**src/rtl/arp_pkg.sv**
```systemverilog
`default_nettype none
// ============================================================================
//  Module   : arp_pkg
//  Purpose  : Shared definitions for the ARP transmit path: frame-section
//             state encodings, section lengths, protocol constants and small
//             byte-selection helpers.
//  Revision : 1.0  initial release
// ============================================================================
package arp_pkg;

  // Frame sections in transmit order. Four bits leave spare encodings, and
  // the FSM sends any of those straight back to IDLE.
  typedef enum logic [3:0] {
    S_IDLE     = 4'd0,
    S_PREAMBLE = 4'd1,
    S_SFD      = 4'd2,
    S_ETH_HDR  = 4'd3,
    S_ARP_DATA = 4'd4,
    S_PADDING  = 4'd5,
    S_FCS      = 4'd6,
    S_IFG      = 4'd7
  } arp_state_e;

  localparam int unsigned LEN_PREAMBLE = 7;
  localparam int unsigned LEN_SFD      = 1;
  localparam int unsigned LEN_ETH_HDR  = 14;
  localparam int unsigned LEN_ARP_DATA = 28;
  localparam int unsigned LEN_PADDING  = 18;
  localparam int unsigned LEN_FCS      = 4;
  localparam int unsigned LEN_IFG      = 12;

  localparam int unsigned CNT_W = 5;

  localparam logic [15:0] ETH_TYPE_ARP  = 16'h0806;
  localparam logic [15:0] ARP_HTYPE     = 16'h0001;
  localparam logic [15:0] ARP_PTYPE     = 16'h0800;
  localparam logic [7:0]  ARP_HLEN      = 8'h06;
  localparam logic [7:0]  ARP_PLEN      = 8'h04;
  localparam logic [15:0] ARP_OP_REQ    = 16'h0001;
  localparam logic [15:0] ARP_OP_REPLY  = 16'h0002;
  localparam logic [31:0] CRC_INIT      = 32'hFFFF_FFFF;
  // Bit-reversed form of 0x04C11DB7 for the LSB-first (reflected) CRC.
  localparam logic [31:0] CRC_POLY_REFL = 32'hEDB8_8320;

  // Index of the final byte of each section; the byte counter advances the
  // FSM when it reaches this value.
  function automatic logic [CNT_W-1:0] stage_last(input arp_state_e s);
    case (s)
      S_PREAMBLE: return CNT_W'(LEN_PREAMBLE - 1);
      S_SFD:      return CNT_W'(LEN_SFD - 1);
      S_ETH_HDR:  return CNT_W'(LEN_ETH_HDR - 1);
      S_ARP_DATA: return CNT_W'(LEN_ARP_DATA - 1);
      S_PADDING:  return CNT_W'(LEN_PADDING - 1);
      S_FCS:      return CNT_W'(LEN_FCS - 1);
      S_IFG:      return CNT_W'(LEN_IFG - 1);
      default:    return '0;
    endcase
  endfunction

  function automatic arp_state_e stage_next(input arp_state_e s);
    case (s)
      S_PREAMBLE: return S_SFD;
      S_SFD:      return S_ETH_HDR;
      S_ETH_HDR:  return S_ARP_DATA;
      S_ARP_DATA: return S_PADDING;
      S_PADDING:  return S_FCS;
      S_FCS:      return S_IFG;
      default:    return S_IDLE;
    endcase
  endfunction

  // Byte idx (0 = most significant) of a 48-bit field.
  function automatic logic [7:0] byte_of48(input logic [47:0] v, input logic [CNT_W-1:0] idx);
    logic [47:0] s;
    s = v << {idx, 3'b000};
    return s[47:40];
  endfunction

  // Byte idx (0 = most significant) of a 32-bit field.
  function automatic logic [7:0] byte_of32(input logic [31:0] v, input logic [CNT_W-1:0] idx);
    logic [31:0] s;
    s = v << {idx, 3'b000};
    return s[31:24];
  endfunction

endpackage
`default_nettype wire

```
**src/rtl/arp_tx_crc32_d8.sv**
```systemverilog
`default_nettype none
// ============================================================================
//  Module   : crc32_d8
//  Purpose  : Combinational CRC-32 (poly 0x04C11DB7, reflected) next-state
//             for one data byte, data consumed LSB first as on Ethernet.
//  Ports    : crc_in  [31:0] current CRC register
//             data    [7:0]  byte being added
//             crc_out [31:0] CRC after absorbing data
//  Revision : 1.0  initial release
// ============================================================================
module crc32_d8
  import arp_pkg::*;
(
  input  logic [31:0] crc_in,
  input  logic [7:0]  data,
  output logic [31:0] crc_out
);

  logic [31:0] w_c;

  always_comb begin
    w_c = crc_in;
    for (int i = 0; i < 8; i++) begin
      if (w_c[0] ^ data[i]) begin
        w_c = (w_c >> 1) ^ CRC_POLY_REFL;
      end else begin
        w_c = w_c >> 1;
      end
    end
    crc_out = w_c;
  end

endmodule
`default_nettype wire

```
**src/rtl/arp_tx.sv**
```systemverilog
`default_nettype none
// ============================================================================
//  Module   : arp_tx
//  Purpose  : Builds a complete Ethernet II ARP request/reply frame (preamble,
//             SFD, MAC header, ARP payload, padding, FCS) onto GMII TX, then
//             holds off for the inter-frame gap.
//  Ports    : clk          GMII TX clock
//             rst          asynchronous active-high reset
//             arp_tx_en    start pulse, honoured only in IDLE
//             arp_tx_op    1 = request, 0 = reply
//             des_mac      peer MAC (replies only)
//             des_ip       peer / target IP
//             gmii_tx_en   frame byte valid
//             gmii_txd     frame byte
//             arp_tx_busy  accept .. end of IFG
//             arp_tx_done  one-cycle pulse after the last FCS byte
//  Revision : 1.0  initial release
// ============================================================================
module arp_tx
  import arp_pkg::*;
#(
  parameter logic [47:0] FPGA_MAC = 48'h11_22_33_44_55_66,
  parameter logic [31:0] FPGA_IP  = 32'hc0_a8_00_08
) (
  input  logic        clk,
  input  logic        rst,
  input  logic        arp_tx_en,
  input  logic        arp_tx_op,
  input  logic [47:0] des_mac,
  input  logic [31:0] des_ip,
  output logic        gmii_tx_en,
  output logic [7:0]  gmii_txd,
  output logic        arp_tx_busy,
  output logic        arp_tx_done
);

  // r_state / r_cnt name the byte currently on the GMII outputs.
  arp_state_e       r_state;
  logic [CNT_W-1:0] r_cnt;
  logic             r_op_req;
  logic [47:0]      r_des_mac;
  logic [31:0]      r_des_ip;
  logic [31:0]      r_crc;
  logic             r_gmii_tx_en;
  logic [7:0]       r_gmii_txd;
  logic             r_busy;
  logic             r_done;

  arp_state_e       w_nxt_state;
  logic [CNT_W-1:0] w_nxt_cnt;
  logic [CNT_W-1:0] w_idx;
  logic [7:0]       w_byte;
  logic             w_tx_en;
  logic             w_crc_upd;
  logic [31:0]      w_crc_next;
  logic [31:0]      w_fcs_sh;
  logic [15:0]      w_op;
  logic             w_accept;

  assign w_accept = (r_state == S_IDLE) && arp_tx_en;
  assign w_op     = r_op_req ? ARP_OP_REQ : ARP_OP_REPLY;

  // Position of the byte that will be driven after the coming edge.
  always_comb begin
    w_nxt_state = r_state;
    w_nxt_cnt   = r_cnt + 5'd1;
    case (r_state)
      S_IDLE: begin
        w_nxt_cnt = '0;
        if (arp_tx_en) begin
          w_nxt_state = S_PREAMBLE;
        end
      end
      S_PREAMBLE, S_SFD, S_ETH_HDR, S_ARP_DATA, S_PADDING, S_FCS, S_IFG: begin
        if (r_cnt == stage_last(r_state)) begin
          w_nxt_state = stage_next(r_state);
          w_nxt_cnt   = '0;
        end
      end
      default: begin
        w_nxt_state = S_IDLE;
        w_nxt_cnt   = '0;
      end
    endcase
  end

  // FCS bytes go out complemented, least significant byte first. The CRC
  // register is frozen during FCS, so it already covers all 60 bytes.
  assign w_fcs_sh = (~r_crc) >> {w_nxt_cnt[1:0], 3'b000};

  // Byte selection for the next position.
  always_comb begin
    w_byte    = 8'h00;
    w_tx_en   = 1'b1;
    w_crc_upd = 1'b0;
    w_idx     = '0;
    case (w_nxt_state)
      S_PREAMBLE: w_byte = 8'h55;
      S_SFD:      w_byte = 8'hD5;
      S_ETH_HDR: begin
        w_crc_upd = 1'b1;
        if (w_nxt_cnt < 5'd6) begin
          w_byte = r_op_req ? 8'hFF : byte_of48(r_des_mac, w_nxt_cnt);
        end else if (w_nxt_cnt < 5'd12) begin
          w_idx  = w_nxt_cnt - 5'd6;
          w_byte = byte_of48(FPGA_MAC, w_idx);
        end else if (w_nxt_cnt == 5'd12) begin
          w_byte = ETH_TYPE_ARP[15:8];
        end else begin
          w_byte = ETH_TYPE_ARP[7:0];
        end
      end
      S_ARP_DATA: begin
        w_crc_upd = 1'b1;
        case (w_nxt_cnt)
          5'd0: w_byte = ARP_HTYPE[15:8];
          5'd1: w_byte = ARP_HTYPE[7:0];
          5'd2: w_byte = ARP_PTYPE[15:8];
          5'd3: w_byte = ARP_PTYPE[7:0];
          5'd4: w_byte = ARP_HLEN;
          5'd5: w_byte = ARP_PLEN;
          5'd6: w_byte = w_op[15:8];
          5'd7: w_byte = w_op[7:0];
          default: begin
            if (w_nxt_cnt < 5'd14) begin
              w_idx  = w_nxt_cnt - 5'd8;
              w_byte = byte_of48(FPGA_MAC, w_idx);
            end else if (w_nxt_cnt < 5'd18) begin
              w_idx  = w_nxt_cnt - 5'd14;
              w_byte = byte_of32(FPGA_IP, w_idx);
            end else if (w_nxt_cnt < 5'd24) begin
              w_idx  = w_nxt_cnt - 5'd18;
              w_byte = r_op_req ? 8'h00 : byte_of48(r_des_mac, w_idx);
            end else begin
              w_idx  = w_nxt_cnt - 5'd24;
              w_byte = byte_of32(r_des_ip, w_idx);
            end
          end
        endcase
      end
      S_PADDING: begin
        w_crc_upd = 1'b1;
        w_byte    = 8'h00;
      end
      S_FCS:   w_byte = w_fcs_sh[7:0];
      default: w_tx_en = 1'b0;
    endcase
  end

  crc32_d8 u_crc (
    .crc_in  (r_crc),
    .data    (w_byte),
    .crc_out (w_crc_next)
  );

  always_ff @(posedge clk or posedge rst) begin
    if (rst) begin
      r_state      <= S_IDLE;
      r_cnt        <= '0;
      r_op_req     <= 1'b0;
      r_des_mac    <= '0;
      r_des_ip     <= '0;
      r_crc        <= CRC_INIT;
      r_gmii_tx_en <= 1'b0;
      r_gmii_txd   <= 8'h00;
      r_busy       <= 1'b0;
      r_done       <= 1'b0;
    end else begin
      r_state      <= w_nxt_state;
      r_cnt        <= w_nxt_cnt;
      r_gmii_tx_en <= w_tx_en;
      r_gmii_txd   <= w_byte;
      r_done       <= (r_state == S_FCS) && (w_nxt_state == S_IFG);

      if (w_accept) begin
        r_op_req  <= arp_tx_op;
        r_des_mac <= des_mac;
        r_des_ip  <= des_ip;
        r_busy    <= 1'b1;
      end else if (w_nxt_state == S_IDLE) begin
        // End of IFG, or recovery from an illegal encoding.
        r_busy <= 1'b0;
      end

      if (w_nxt_state == S_PREAMBLE) begin
        r_crc <= CRC_INIT;
      end else if (w_crc_upd) begin
        r_crc <= w_crc_next;
      end
    end
  end

  assign gmii_tx_en  = r_gmii_tx_en;
  assign gmii_txd    = r_gmii_txd;
  assign arp_tx_busy = r_busy;
  assign arp_tx_done = r_done;

endmodule
`default_nettype wire

```
**config.mk**
```make
export PLATFORM = sky130hd
export DESIGN_NAME = arp_tx
export DESIGN_NICKNAME = d
export VERILOG_FILES = /design/src/rtl/arp_pkg.sv /design/src/rtl/arp_tx_crc32_d8.sv /design/src/rtl/arp_tx.sv
export SDC_FILE = /design/constraint.sdc
export NUM_CORES = 1
export LEC_CHECK = 0
export BUFFER_PORTS_ARGS = -buffer_cell sky130_fd_sc_hd__buf_2
export CAP_MARGIN = 40
export CORE_UTILIZATION = 25
export DETAILED_ROUTE_END_ITERATION = 8
export HOLD_SLACK_MARGIN = 0.12
export PLACE_DENSITY = 0.52
export SLEW_MARGIN = 20
export SYNTH_ARGS = -nofsm -noshare
export SYNTH_HDL_FRONTEND = slang
export SYNTH_SLANG_ARGS = --single-unit
export TNS_END_PERCENT = 5
```
**constraint.sdc**
```tcl
create_clock -name clk -period 11.1 [get_ports clk]
set_clock_uncertainty 0.1 [all_clocks]
set_input_delay 1.11 -clock clk [delete_from_list [all_inputs] [get_ports clk]]
set_output_delay 1.11 -clock clk [all_outputs]
set_load 0.005 [all_outputs]
```
==> results of run 1 <==
==> worst max-delay path: stages (launching register included) <==
cell and delay [ps]:
dfrtp_1 510, ha_1 820, inv_1 380, or3_1 500, a31oi_4 570, inv_2 270
ha_1 640, inv_1 350, a2111oi_0 110, o21a_1 230, nor4_1 760, o221ai_2 230
o311ai_4 170, xnor2_4 200, xnor2_2 450, xnor3_1 480, o22a_1 160
==> report_power, final <==
part | internal [mW] | switching [mW]
clock | 0.324 | 0.218
combinational | 0.435 | 0.393
sequential | 0.632 | 0.120
total | 1.39 | 0.730
==> per-stage QoR <==
stage,instances,hold WS (ps),area [µm²]
6_report,1412,398,10500
4_1_cts,1411,405,10500
3_3_place_gp,1374,382,9870
3_5_place_dp,1379,391,9970
5_1_grt,1412,418,10500
2_1_floorplan,863,371,9010
==> flip-flops by register name, summed over array words and instances, names as in the netlist <==
register / count
r_state: 4
arp_tx_done: 1
r_des_ip: 32
gmii_txd: 8
r_des_mac: 48
r_op_req: 1
gmii_tx_en: 1
arp_tx_busy: 1
r_crc: 32
r_cnt: 5
==> logic make-up (layout without fill, tap and decap cells) <==
kind of cell             Yosys count  count (layout)  share of synthesized area
AND/OR/NAND/NOR                  252             252                      0.135
AO/OA/AOI/OAI                    207             207                      0.180
flip-flops                       133             133                      0.374
multiplexers                     108             108                      0.134
buffers and inverters             78             166                     0.0412
XOR/XNOR                          76              76                      0.125
adder cells (fa/ha/maj)            8               8                     0.0108
other                              1               1                   0.000416
==> layout make-up <==
cell class,instances,area [µm²]
Clock buffer,23,478
Inverter,23,91.3
Sequential cell,133,3370
Multi-Input combinational cell,652,5280
Tap cell,461,577
Fill cell,3681,25000
Clock inverter,9,78.8
Timing Repair Buffer,111,656
==> layer usage <==
layer  track usage  vias up
met2         0.269      263
met3        0.0384       62
li1              -     3309
met5             0        -
met1         0.226     3675
met4        0.0656        0
==> how the worst min path moves through the flow <==
stage	end	slack, ps	cells after the start
5_1_grt	r_des_ip[14]	420	1
4_1_cts	r_des_mac[3]	400	1
3_5_place_dp	r_des_mac[3]	390	1
2_1_floorplan	r_des_mac[3]	370	1
6_report	r_des_mac[3]	400	1
3_3_place_gp	r_des_mac[3]	380	1
==> cells in the mapped netlist (6+ instances only) <==
| master | instances |
|---|---|
| a21oi_1 | 58 |
| a31oi_1 | 11 |
| and2_1 | 6 |
| buf_2 | 15 |
| buf_6 | 6 |
| clkbuf_1 | 26 |
| dfrtp_1 | 101 |
| dfstp_2 | 32 |
| ha_1 | 7 |
| inv_1 | 22 |
| mux2_2 | 88 |
| mux2i_1 | 18 |
| nand2_1 | 68 |
| nand2b_1 | 6 |
| nand3_1 | 10 |
| nand4_1 | 11 |
| nor2_1 | 85 |
| nor3_1 | 18 |
| nor4_1 | 10 |
| o211ai_1 | 6 |
| o21a_1 | 6 |
| o21ai_0 | 15 |
| o22a_1 | 7 |
| o22ai_1 | 8 |
| or3_1 | 7 |
| xnor2_1 | 36 |
| xnor3_1 | 16 |
| xor2_1 | 7 |
==> layout by cell type, fill, tap and decap left out, types with 11 or more instances in the layout <==
cell type	count
buf_4	12
a31oi_1	11
nand2_1	68
mux2i_1	18
nor2_1	85
nor3_1	17
o21ai_0	15
buf_2	95
inv_1	21
dfrtp_1	101
xnor2_1	36
nand4_1	11
xnor3_1	16
clkbuf_16	17
a21oi_1	58
dfstp_2	32
mux2_2	88
==> impl_metrics.tcl, run 1 <==
set metrics [dict create \
    status "finished, final reports clean" \
    slew_viol_final 0 \
    worst_slew_pin_slew_ps 872 \
    startpoint_type "flop" \
    postCtsHoldBufs 0 \
    postCtsSetupRepairBufs 0 \
    dp_slack_ps 4280 \
    utilization 0.297 \
    synth_edf_count 0 \
    nNetsFinal 1029 \
    synthArstFlopShare 1.00 \
    drt_iter0_drc 665 \
    wirelength_mm 30.6 \
    dieArea_um2 36800 \
    r2r_end "r_crc[26]" \
    antenna_cells 0 \
    critPathArrivalTime_ps 7320 \
    crit_path_start "r_cnt[1]" \
    clockBufferDepth 2 \
    rsz0062_at_grt "false" \
    place.gp.congestion 0.951 \
    ys_seq_elements 133 \
    first_global_vias 7403 \
    peakVddDrop_mv 0.0988 \
    p_per_area_nw_per_um2 201 \
    grt_start_max_net_pins 69 \
    hold_viol_final 0 \
    cp-end-kind "flop" \
    drtPass1Iterations 6 \
    reg2reg_slack_ps 4040 \
    synth_top_flop_cell "dfrtp_1" \
    place_hpwl_mm 22.4 \
    grt_pass1_wl_mm 46.5 \
    dr_wl_met2_mm 14.1 \
    grt_use_total 0.171 \
    antenna_left 0 \
    overflow 0 \
    finalSetupViolations 0 \
    post_cts_resized 0 \
    min-delay-start "r_des_mac[3]" \
    clk_latency_ps 440 \
    yosys.area.top_type_share 0.280 \
    route.detailed.drc 0 \
    drive_above_1_share 0.330 \
    fin_crit_sh 0.636 \
    setup_slack_ps 4040 \
    wire_per_inst_um 21.7 \
    yosysWarnings 0 \
    hp-class "flop to flop" \
    synth_top_area_cell "dfrtp_1" \
    crit_end "r_crc[26]" \
    cts.sinks 133 \
    die-width_um 192 \
    critPathKind "flop to flop" \
    die_height_um 192 \
    fmax_mhz 142 \
    fin_crit_ps 7060 \
    leakagePower_nw 4.34 \
    viasPerCell 5.18 \
    cts_tree "built" \
    root_buffer "clkbuf_16" \
    cts_buffers 17 \
    yosysSeqAreaShare 0.374 \
    postSynthCellCount 863 \
    htreeDepth 4 \
    vias 7309 \
    synthesis.nets 954 \
    ys_types 107 \
    fp.coreArea_um2 35500 \
    cap_violations 0 \
    dr.max_layer_used "met4" \
    wl_met3_mm 1.83 \
    power_mw 2.12 \
    syn-cell-area_um2 9010 \
    setup_tns_ps 0 \
    row_count 69 \
    num_io_pins 95 \
    crit_fanout 20 \
    relSlewSlack 0.410 \
    cts.clk_slew.worst_paths_ps 60 \
    reg2reg_from "r_cnt[1]" \
    syn_to_final_growth_pct 16.9 \
    syn_area_per_cell_um2 10.4 \
    antenna_found_initial 0 \
    start_util 0.254 \
    reg2reg_depth 16 \
    place.port_buffers 94 \
    met1Wirelength_mm 13.7 \
    ys_top_cells_by_area "dfrtp_1 (28%), mux2_2 (11%), dfstp_2 (9.3%)" \
    required_ps 11360 \
]
No activity file was read; power rests on OpenSTA's default activity.
==> inputs of run 2 (changes only) <==
--- a/config.mk
+++ b/config.mk
@@ -10,7 +10,7 @@
 export CORE_UTILIZATION = 25
 export DETAILED_ROUTE_END_ITERATION = 8
 export HOLD_SLACK_MARGIN = 0.12
-export PLACE_DENSITY = 0.52
+export PLACE_DENSITY = 0.53
 export SLEW_MARGIN = 20
 export SYNTH_ARGS = -nofsm -noshare
 export SYNTH_HDL_FRONTEND = slang
==> constraint.sdc (replaced) <==
create_clock -name clk -period 6.18 [get_ports clk]
set_clock_uncertainty 0.1 [all_clocks]
set_input_delay 0.618 -clock clk [delete_from_list [all_inputs] [get_ports clk]]
set_output_delay 0.618 -clock clk [all_outputs]
set_load 0.005 [all_outputs]
==> run 2 against run 1 <==
Effect of this change:
- sequential share of layout area down 0.75 points
- core utilization up 0.71 points
- clock power up 110%
- first-iteration DRC count up 25%
- power up 89%
- global-route usage up 0.18 points
- largest power group unchanged
==> impl_metrics.tcl, run 2 (synthesis gave the netlist of run 1 again) <==
set metrics [dict create \
    post_cts_resized 0 \
    vias 7450 \
    cts_tree "built" \
    cts.sinks 133 \
    design_area_um2 10800 \
    finalSetupViolations 0 \
    antenna_found_initial 0 \
    syn_to_final_growth_pct 19.6 \
    required_ps 6440 \
    postCtsHoldBufs 0 \
    slowest_delay_ps 700 \
    layout.cells.most_common_list "dfrtp_1 (101), buf_2 (94), mux2_2 (88)" \
    place_hpwl_mm 23.0 \
    critPathBufInv 0 \
    reg2reg_slack_ps 340 \
    num_io_pins 95 \
    p_per_area_nw_per_um2 372 \
    cts.clk_slew.worst_paths_ps 60 \
    intPower_mw 2.66 \
    fp.coreArea_um2 35500 \
    critPathKind "flop to flop" \
    overflow 0 \
    postCtsSetupRepairBufs 0 \
    wire_per_inst_um 21.5 \
    grt_pass1_wl_mm 47.1 \
    die-width_um 192 \
    leakagePower_nw 4.48 \
    hold_viol_final 0 \
    cp-end-kind "flop" \
    grt_start_max_net_pins 75 \
    drt_iter0_drc 834 \
    clk_latency_ps 440 \
    worst-path-stages 17 \
    cp_slowest_cell "dfrtp_1" \
    clockBufferDepth 2 \
    slew_viol_final 0 \
    first_global_vias 7500 \
    status "finished, final reports clean" \
    fin_crit_ps 5840 \
    root_buffer "clkbuf_16" \
    layout_commonest_cell "dfrtp_1" \
    reg2reg_depth 17 \
    grt_use_total 0.172 \
    largest_register_ffs 48 \
    place.port_buffers 94 \
    crit_family "compound AO/OA/AOI/OAI gates" \
    worst_slew_pin_slew_ps 774 \
    critPathArrivalTime_ps 6100 \
    rsz0062_at_grt "false" \
    viasPerCell 5.19 \
    peakVddDrop_mv 0.218 \
    clock_power_share 0.285 \
    setup_tns_ps 0 \
    row_count 69 \
    utilization 0.304 \
    place.gp.congestion 0.909 \
    largest_register "r_des_mac" \
    r2r_end "r_crc[26]" \
    startpoint_type "flop" \
    drive_above_1_share 0.348 \
    fin_crit_sh 0.945 \
    dieArea_um2 36800 \
    hp-class "primary input to asynchronous set/reset pin" \
    fmax_mhz 171 \
    dpl_cell_area_um2 10100 \
    dp_slack_ps 468 \
    antenna_left 0 \
    p_comb_frac 0.378 \
    crit_fanout 17 \
    crit_path_start "r_state[1]" \
    cp_cell_sequence "nand2b_1 > mux2i_4 > xor2_2 > a31oi_4 > ha_1 > and3_1 > a31oi_1 > o41ai_1 > o2bb2ai_1 > o211ai_4 > a311o_1 > o221ai_2 > o311ai_4 > xnor2_4 > xnor2_2 > xnor3_1 > o22a_1" \
    route.detailed.drc 0 \
    wirelength_mm 30.9 \
    antenna_cells 0 \
    reg_top3 "r_des_mac: 48 flops, r_crc: 32 flops, r_des_ip: 32 flops" \
    cts_buffers 17 \
    relSlewSlack 0.483 \
    start_util 0.254 \
    nNetsFinal 1052 \
    seqPwrFrac 0.337 \
    die_height_um 192 \
    switchingPower_mw 1.35 \
    reg2reg_from "r_state[1]" \
    setup_slack_ps 342 \
    htreeDepth 4 \
    cap_violations 0 \
    drtPass1Iterations 5 \
    switching_share 0.337 \
]
-- run 2: worst max-delay path by stage --
stage	endpoint	slack, ps
3_3_place_gp	r_crc[26]	500
2_1_floorplan	r_crc[26]	1120
3_5_place_dp	r_crc[26]	470
4_1_cts	r_crc[26]	420
5_1_grt	r_crc[27]	90
6_report	r_crc[26]	340
-- run 2: metrics by stage --
stage	std cells	hold slack [ps]	total power, mW
floorplan	863	371	2.45
global placement	1398	384	2.87
detailed placement	1401	392	2.87
CTS	1433	203	4.04
global route	1435	234	4.22
finish	1435	166	4.01
-- run 2: metal layers --
| metal | global-route usage | routed length [µm] | vias to the layer above |
|---|---|---|---|
| met4 | 0.0760 | 1130 | 0 |
| li1 | - | - | 3360 |
| met3 | 0.0384 | 2170 | 76 |
| met2 | 0.269 | 14000 | 291 |
| met5 | 0 | 0 | - |
| met1 | 0.227 | 13600 | 3723 |
-- run 2: cell type report --
type | instances | area, µm²
Fill cell | 3690 | 24700
Sequential cell | 133 | 3370
Inverter | 23 | 91.3
Clock inverter | 14 | 225
Timing Repair Buffer | 134 | 811
Clock buffer | 18 | 429
Tap cell | 461 | 577
Multi-Input combinational cell | 652 | 5280
-- run 2: power groups by stage --
stage               logic, mW  clock network [mW]  registers [mW]
floorplan                1.19                   0            1.26
global placement         1.51                   0            1.36
detailed placement       1.51                   0            1.36
CTS                      1.52                1.17            1.35
global route             1.63                1.21            1.38
finish                   1.52                1.14            1.35
